## config.mk

```make
export PLATFORM = sky130hd
export DESIGN_NAME = cache_control
export DESIGN_NICKNAME = d
export VERILOG_FILES = /design/src/rtl/cache_control_pkg.sv /design/src/rtl/sat_counter.sv /design/src/rtl/cache_control.sv
export SDC_FILE = /design/constraint.sdc
export NUM_CORES = 1
export LEC_CHECK = 0
export CORE_UTILIZATION = 35
export DETAILED_ROUTE_END_ITERATION = 12
export PLACE_DENSITY_LB_ADDON = 0.1
export SLEW_MARGIN = 40
export SYNTH_ARGS = -nofsm -noshare
export SYNTH_HDL_FRONTEND = slang
export SYNTH_SLANG_ARGS = --single-unit
```

## constraint.sdc

```tcl
create_clock -name clk -period 2.3 [get_ports clk]
set_input_delay 0.46 -clock clk [delete_from_list [all_inputs] [get_ports clk]]
set_output_delay 0.46 -clock clk [all_outputs]
set_load 0.02 [all_outputs]
```

## src/rtl/cache_control_pkg.sv

```systemverilog
// Shared cache-controller types: the controller FSM state encoding.
package lc3b_types;

    typedef enum logic [1:0] {
        IDLE      = 2'd0,
        WRITEBACK = 2'd1,
        ALLOCATE  = 2'd2
    } cache_state_t;

endpackage

```

## src/rtl/sat_counter.sv

```systemverilog
// Saturating up-counter with asynchronous active-low clear.
module sat_counter #(
    parameter int width = 16
) (
    input  logic             clk,
    input  logic             rst_n,
    input  logic             inc,
    output logic [width-1:0] count
);

    // NOTE: sequential state uses non-blocking assignments so every flop
    // samples the pre-edge values regardless of block evaluation order.
    always_ff @(posedge clk or negedge rst_n) begin
        if (!rst_n) begin
            count <= '0;
        end else if (inc && (count != '1)) begin
            count <= count + width'(1);
        end
    end

endmodule

```

## src/rtl/cache_control.sv

```systemverilog
// Two-way cache controller: zero-wait hits, optional writeback, then line fill;
// also keeps saturating hit/miss statistics.
module cache_control
    import lc3b_types::*;
#(
    parameter int CNT_W = 16
) (
    input  logic             clk,
    input  logic             rst_n,
    input  logic             mem_read,
    input  logic             mem_write,
    input  logic [1:0]       hit,
    input  logic             lru_out,
    input  logic             dirty_mux_out,
    input  logic             pmem_resp,
    output logic             mem_resp,
    output logic             pmem_read,
    output logic             pmem_write,
    output logic             tag_write,
    output logic             retain,
    output logic             cache_write,
    output logic             dirty_set,
    output logic             dirty_reset,
    output logic             lru_write,
    output logic             valid_write,
    output logic             pmem_addr_sel,
    output logic             save_to_cache_sel,
    output logic [CNT_W-1:0] hit_count,
    output logic [CNT_W-1:0] miss_count
);

    cache_state_t state, state_next;
    logic         req;
    logic         miss_evt;

    always_ff @(posedge clk or negedge rst_n) begin
        if (!rst_n) begin
            state <= IDLE;
        end else begin
            state <= state_next;
        end
    end

    // NOTE: the IDLE outputs are Mealy decodes of the request inputs, so the
    // request is qualified with rst_n to keep every strobe low during reset.
    assign req = (mem_read | mem_write) & rst_n;

    // NOTE: every output and the next state get a default first, so no path
    // through the case statement can infer a latch.
    always_comb begin
        state_next        = state;
        mem_resp          = 1'b0;
        pmem_read         = 1'b0;
        pmem_write        = 1'b0;
        tag_write         = 1'b0;
        retain            = 1'b0;
        cache_write       = 1'b0;
        dirty_set         = 1'b0;
        dirty_reset       = 1'b0;
        lru_write         = 1'b0;
        valid_write       = 1'b0;
        pmem_addr_sel     = 1'b0;
        save_to_cache_sel = 1'b0;
        miss_evt          = 1'b0;

        case (state)
            IDLE: begin
                if (req && (hit != 2'b00)) begin
                    mem_resp  = 1'b1;
                    // Touching the current victim moves it off the LRU slot.
                    lru_write = (hit[1] == lru_out);
                    if (mem_write) begin
                        cache_write       = 1'b1;
                        save_to_cache_sel = 1'b1;
                        dirty_set         = 1'b1;
                    end
                end else if (req) begin
                    miss_evt = 1'b1;
                    if (dirty_mux_out) begin
                        retain     = 1'b1;
                        state_next = WRITEBACK;
                    end else begin
                        state_next = ALLOCATE;
                    end
                end
            end

            WRITEBACK: begin
                pmem_write    = 1'b1;
                pmem_addr_sel = 1'b1;
                if (pmem_resp) begin
                    state_next = ALLOCATE;
                end
            end

            ALLOCATE: begin
                pmem_read = 1'b1;
                // A dropped request still finishes the fill; IDLE then sees no request.
                if (pmem_resp) begin
                    tag_write   = 1'b1;
                    valid_write = 1'b1;
                    dirty_reset = 1'b1;
                    state_next  = IDLE;
                end
            end

            default: state_next = IDLE;
        endcase
    end

    sat_counter #(.width(CNT_W)) hit_counter (
        .clk   (clk),
        .rst_n (rst_n),
        .inc   (mem_resp),
        .count (hit_count)
    );

    sat_counter #(.width(CNT_W)) miss_counter (
        .clk   (clk),
        .rst_n (rst_n),
        .inc   (miss_evt),
        .count (miss_count)
    );

endmodule

```

# After elaboration in Yosys (flattened, before gate mapping)
# Cells that the tools add are included.
[word_totals]
register_bits = 34
inputBits = 9
output_inout_bits = 44
elab_cells = 46
[classes]
n_mux = 24
bitwise_logic = 2
addsub = 2
eq_ne = 9
reduce_logical = 6
[ops]
columns = ["cell", "n"]
rows = [
  ["$add 16x1->16 const B", 2],
  ["$ne 16x16->1 const B", 2],
  ["$mux 1", 18],
  ["$mux 2", 5],
  ["$ne 2x2->1 const B", 4],
  ["$pmux 2 s3", 1],
  ["$reduce_and 4->1", 1],
  ["$logic_and 1x1->1", 3],
  ["$eq 2x1->1 const B", 1],
  ["$eq 2x2->1 const B", 1],
  ["$logic_not 2->1", 1],
  ["$reduce_bool 2->1", 1],
  ["$and 1x1->1", 1],
  ["$eq 1x1->1", 1],
  ["$or 1x1->1", 1],
]

# Logic depth before layout (Yosys ltp)
[logic_depth]
word_depth = 6
depth_mapped = 7
depth_no_buf = 6

# By module
# From an unflattened synthesis, not the netlist that was laid out.
[hier_totals]
hier_cells = 170
area_unflattened_um2 = 1938.1
[modules_own_cells]
columns = ["module", "seq_area_each_um2", "instances", "area_each_um2", "cells_each"]
rows = [
  ["sat_counter", 400.4, 2, 859.6, 72],
  ["cache_control", 50.0, 1, 219.0, 26],
]

# Worst setup path after synthesis
# OpenSTA, ideal clock, no wires.
[synth_path]
path_type = "input to output"
from = "input rst_n"
to = "output dirty_set"
path_buffers = 2
setup_slack_ns = 0.008
t_arrival_ns = 1.832
cell_stages = 6
t_required_ns = 1.840
cell_sequence = "or3b_4 -> or2_1 -> clkbuf_1 -> inv_2 -> and2_1 -> buf_4"
[synth_via]
elab_chain_cells = 4
[synth_rtl]
columns = ["element", "line", "rtl"]
rows = [
  ["from (decl)", "cache_control.sv:9", "input logic rst_n,"],
  ["$and 1x1->1", "cache_control.sv:46", "assign req = (mem_read | mem_write) & rst_n;"],
  ["$logic_and 1x1->1", "cache_control.sv:68", "if (req && (hit != 2'b00)) begin"],
  ["$mux 1 (2 in a row)", "-", ""],
  ["to (decl)", "cache_control.sv:22", "output logic dirty_set,"],
]
# No other way between the ends.

# Final worst setup path
[layout_path]
from = "input rst_n"
to = "register miss_counter.count[12]"
[layout_via]
elab_chain_cells = 5
elab_cells_between_ends = 6
cone_classes = "mux (3); bitwise (1); reduce/logical (2)"
[layout_rtl]
columns = ["element", "line", "rtl"]
rows = [
  ["$and 1x1->1 (*)", "cache_control.sv:46", ""],
  ["$mux 1 or $logic_and 1x1->1 (tied branches)", "cache_control.sv:77, cache_control.sv:68", ""],
  ["$mux 1 (*)", "cache_control.sv:68", ""],
  ["$mux 1 (*)", "cache_control.sv:66", "case (state)"],
  ["$logic_and 1x1->1 (*)", "sat_counter.sv:16", "end else if (inc && (count != '1)) begin"],
  ["to (signal assigned)", "sat_counter.sv:17", "count <= count + width'(1);"],
  ["to (decl)", "sat_counter.sv:8", "output logic [width-1:0] count"],
]
# Mark *: on every way between the ends. The rest lies on a longest branch, timed or not.
# A chain may end at the register's enable or synchronous reset.

==> results.toml <==
[die]
num_io_pins = 53
die_area_um2 = 5300
core.rowCount = 25
initial_core_util_pct = 36.6
die_x_um = 72.8
fp.dieH_um = 72.8
coreArea_um2 = 4790

[timing]
fin_crit_sh_pct = 99.8
fin_hold_ws_ns = 0.386
tightest_slew_ns = 0.439
grt_setup_unrepaired = "true"
relSlewSlack_pct = 70.8
fmax_mhz = 436
hold_viol = 0
fin_skew_ns = 0.00329
drv_slew = 0
setup_viol = 0
period_needed_ns = 2.29
timing.setup.tns_ns = 0

[setup_path]
cp.required_ns = 2.46
rr_endpoint = "miss_counter.count[12]$_DFFE_PN0P_"
cp-end-kind = "flip-flop"
crit_fanout = 3
r2r_cells = 6
r2r_setup_slack_ns = 0.02
crit_type = "in -> reg"
critical_path_arrival_ns = 2.46
timing.rr.start = "state[1]$_DFFE_PN0P_"
worstSetupStartpoint = "rst_n"
start_kind = "input port"

[logic_synthesis]
syn-cell-area_um2 = 1750
synth_seq_area_share_pct = 48.5
synth_edf_count = 0
syn_nets = 176
ys.flop_type = "dfrtp_1"
postSynth.asyncResetShare_pct = 100
synthCells = 165
ys_warn_count = 0
syn_avg_cell_area_um2 = 10.6
synth_seq_cells = 34
synth.distinct_cells = 38

[routing]
ant_nets = 0
drc_errors = 0
vias = 1505
wl_per_cell_um = 13.6
wl_um = 4150
drt_iter0_markers = 65
drtPass1Iterations = 4
via_per_inst = 4.93

[clock_tree]
root_buffer = "clkbuf_8"
htreeDepth = 2
clkLatencyLatePin_ns = 0.28
cts.path.max_buffers = 2
cts.clk_slew.worst_paths_ns = 0.06
numCtsBuffers = 5
cts_tree = "done"
cts_sinks = 34

[place]
gp_congestion = 0.850
hpwl_um = 3110
dp_cells = 296
numPortBuffers = 52
placed_area_um2 = 2460

[global_route]
first_global_vias = 1483
gr-total-overflow = 0
grt_antenna_before_repair = 0
grt_usage_pct = 16.9
grt_pass1_wl_um = 6780
grt_start_max_net_pins = 35

[finish]
final_util_pct = 54.1
drive_above_1_share_pct = 19.7
fin_nets = 249
design_area_um2 = 2590
n_antenna_cell = 0
area_delta_synth_final_pct = 47.8
stdcell_count = 305

[pwr]
p_leak_uw = 0.00117
peakVddDrop_mv = 0.522
p_per_area_nw_per_um2 = 664

[flow_run]
maxCapViolCount = 0

[status]
status = "complete, no violations"

[worst_hold_path]
hp-class = "in -> async"
repair_timing:
action	4_1_cts	5_1_grt
hold buffers	0	0
pin swaps	1	3
buffers inserted	0	2
hold endpoints to repair	0	0
gates resized for setup	24	10
setup endpoints to repair	15	15
cell usage in the layout, fill, tap and decap left out, types with 2 or more instances in the layout:
| cell type | netlist | final |
|---|---|---|
| nand4_1 | 8 | 8 |
| buf_2 | 0 | 3 |
| o22ai_1 | 2 | 2 |
| dfrtp_1 | 34 | 34 |
| nor3_1 | 3 | 3 |
| xor2_1 | 8 | 8 |
| dlymetal6s2s_1 | 0 | 3 |
| inv_1 | 3 | 3 |
| clkbuf_1 | 3 | 2 |
| clkbuf_8 | 0 | 5 |
| and3_1 | 7 | 7 |
| nor2_1 | 10 | 10 |
| ha_1 | 2 | 2 |
| nor4_2 | 0 | 2 |
| o21a_1 | 2 | 2 |
| and2_1 | 5 | 5 |
| xnor2_1 | 17 | 17 |
| a41oi_1 | 2 | 2 |
| o211ai_1 | 3 | 3 |
| and4_1 | 2 | 2 |
| nand3_1 | 10 | 10 |
| buf_4 | 5 | 20 |
| clkdlybuf4s15_2 | 0 | 3 |
| nand2_1 | 13 | 13 |
| clkdlybuf4s50_1 | 0 | 42 |
| nor2b_1 | 2 | 2 |
| mux2_1 | 3 | 2 |
| buf_6 | 0 | 2 |
| a21o_1 | 2 | 2 |
critical path, cell delays in order:
cell and delay (ns):
clkdlybuf4s15_1 0.21, or3b_4 0.42, buf_6 0.13, or4_4 0.42, or3_4 0.42, nor2_4 0.09
mux2_4 0.30
power by group:
part	switching, uW	internal, uW	total (uW)
registers	109	680	789
clock network	193	208	401
logic	258	271	529
total	560	1160	1720
sequential cells by signal, indices dropped and copies added, names as in the netlist:
name	cells
hit_counter.count	16
state	2
miss_counter.count	16
Yosys cell counts (all sizes together) (3+ instances only):
cell type	instances	area [um2]
clkbuf	3	11.3
dfrtp	34	851
nand4	8	50.1
buf	5	37.5
nand3	10	50.1
and2	5	31.3
inv	4	15.0
nand2	13	48.8
xor2	8	70.1
nor4	3	18.8
mux2	4	45.0
o211ai	3	22.5
and3	7	43.8
nor3	3	15.0
xnor2	17	149
nor2	11	43.8
stage by stage:
| step | power, uW | setup WS (ns) |
|---|---|---|
| floorplan | 1050 | 0.00759 |
| global placement | 1310 | -0.676 |
| detailed placement | 1330 | -0.699 |
| CTS | 1740 | -0.00265 |
| global route | 1830 | -0.0441 |
| finish | 1720 | 0.00531 |
final cells by class:
| cell class | count | area, um2 |
|---|---|---|
| flip-flops and latches | 34 | 851 |
| well taps | 67 | 83.8 |
| repair buffers | 74 | 689 |
| inverters | 4 | 15.0 |
| fillers | 442 | 2200 |
| multi-input cells | 119 | 875 |
| clock buffers | 7 | 76.3 |
per-layer routing:
metal | global-route usage (%) | part of all wire (%) | vias up | wire length (um)
met5 | 0 | 0 | - | 0
met4 | 7.41 | 2.0 | 0 | 82
met3 | 4.70 | 4.4 | 8 | 182
met2 | 29.2 | 51 | 40 | 2110
met1 | 19.5 | 43 | 733 | 1770
li1 | - | - | 724 | -
cells by family (layout without fill, tap and decap cells):
kind of cell / after synthesis / after routing / share of synthesized area [%]
flops: 34 / 34 / 48.5
mux: 5 / 5 / 3.14
compound gates: 16 / 16 / 7.49
buf+inv: 12 / 85 / 3.64
xor+xnor: 25 / 25 / 12.5
simple gates: 71 / 71 / 23.3
fa+ha+maj: 2 / 2 / 1.43
how the worst max path moves through the flow:
| stage | end |
|---|---|
| global route | retain |
| global placement | cache_write |
| detailed placement | save_to_cache_sel |
| finish | miss_counter.count[12]$_DFFE_PN0P_ |
| floorplan | dirty_set |
| CTS | miss_counter.count[10]$_DFFE_PN0P_ |
No activity file was read; power rests on OpenSTA's default activity.
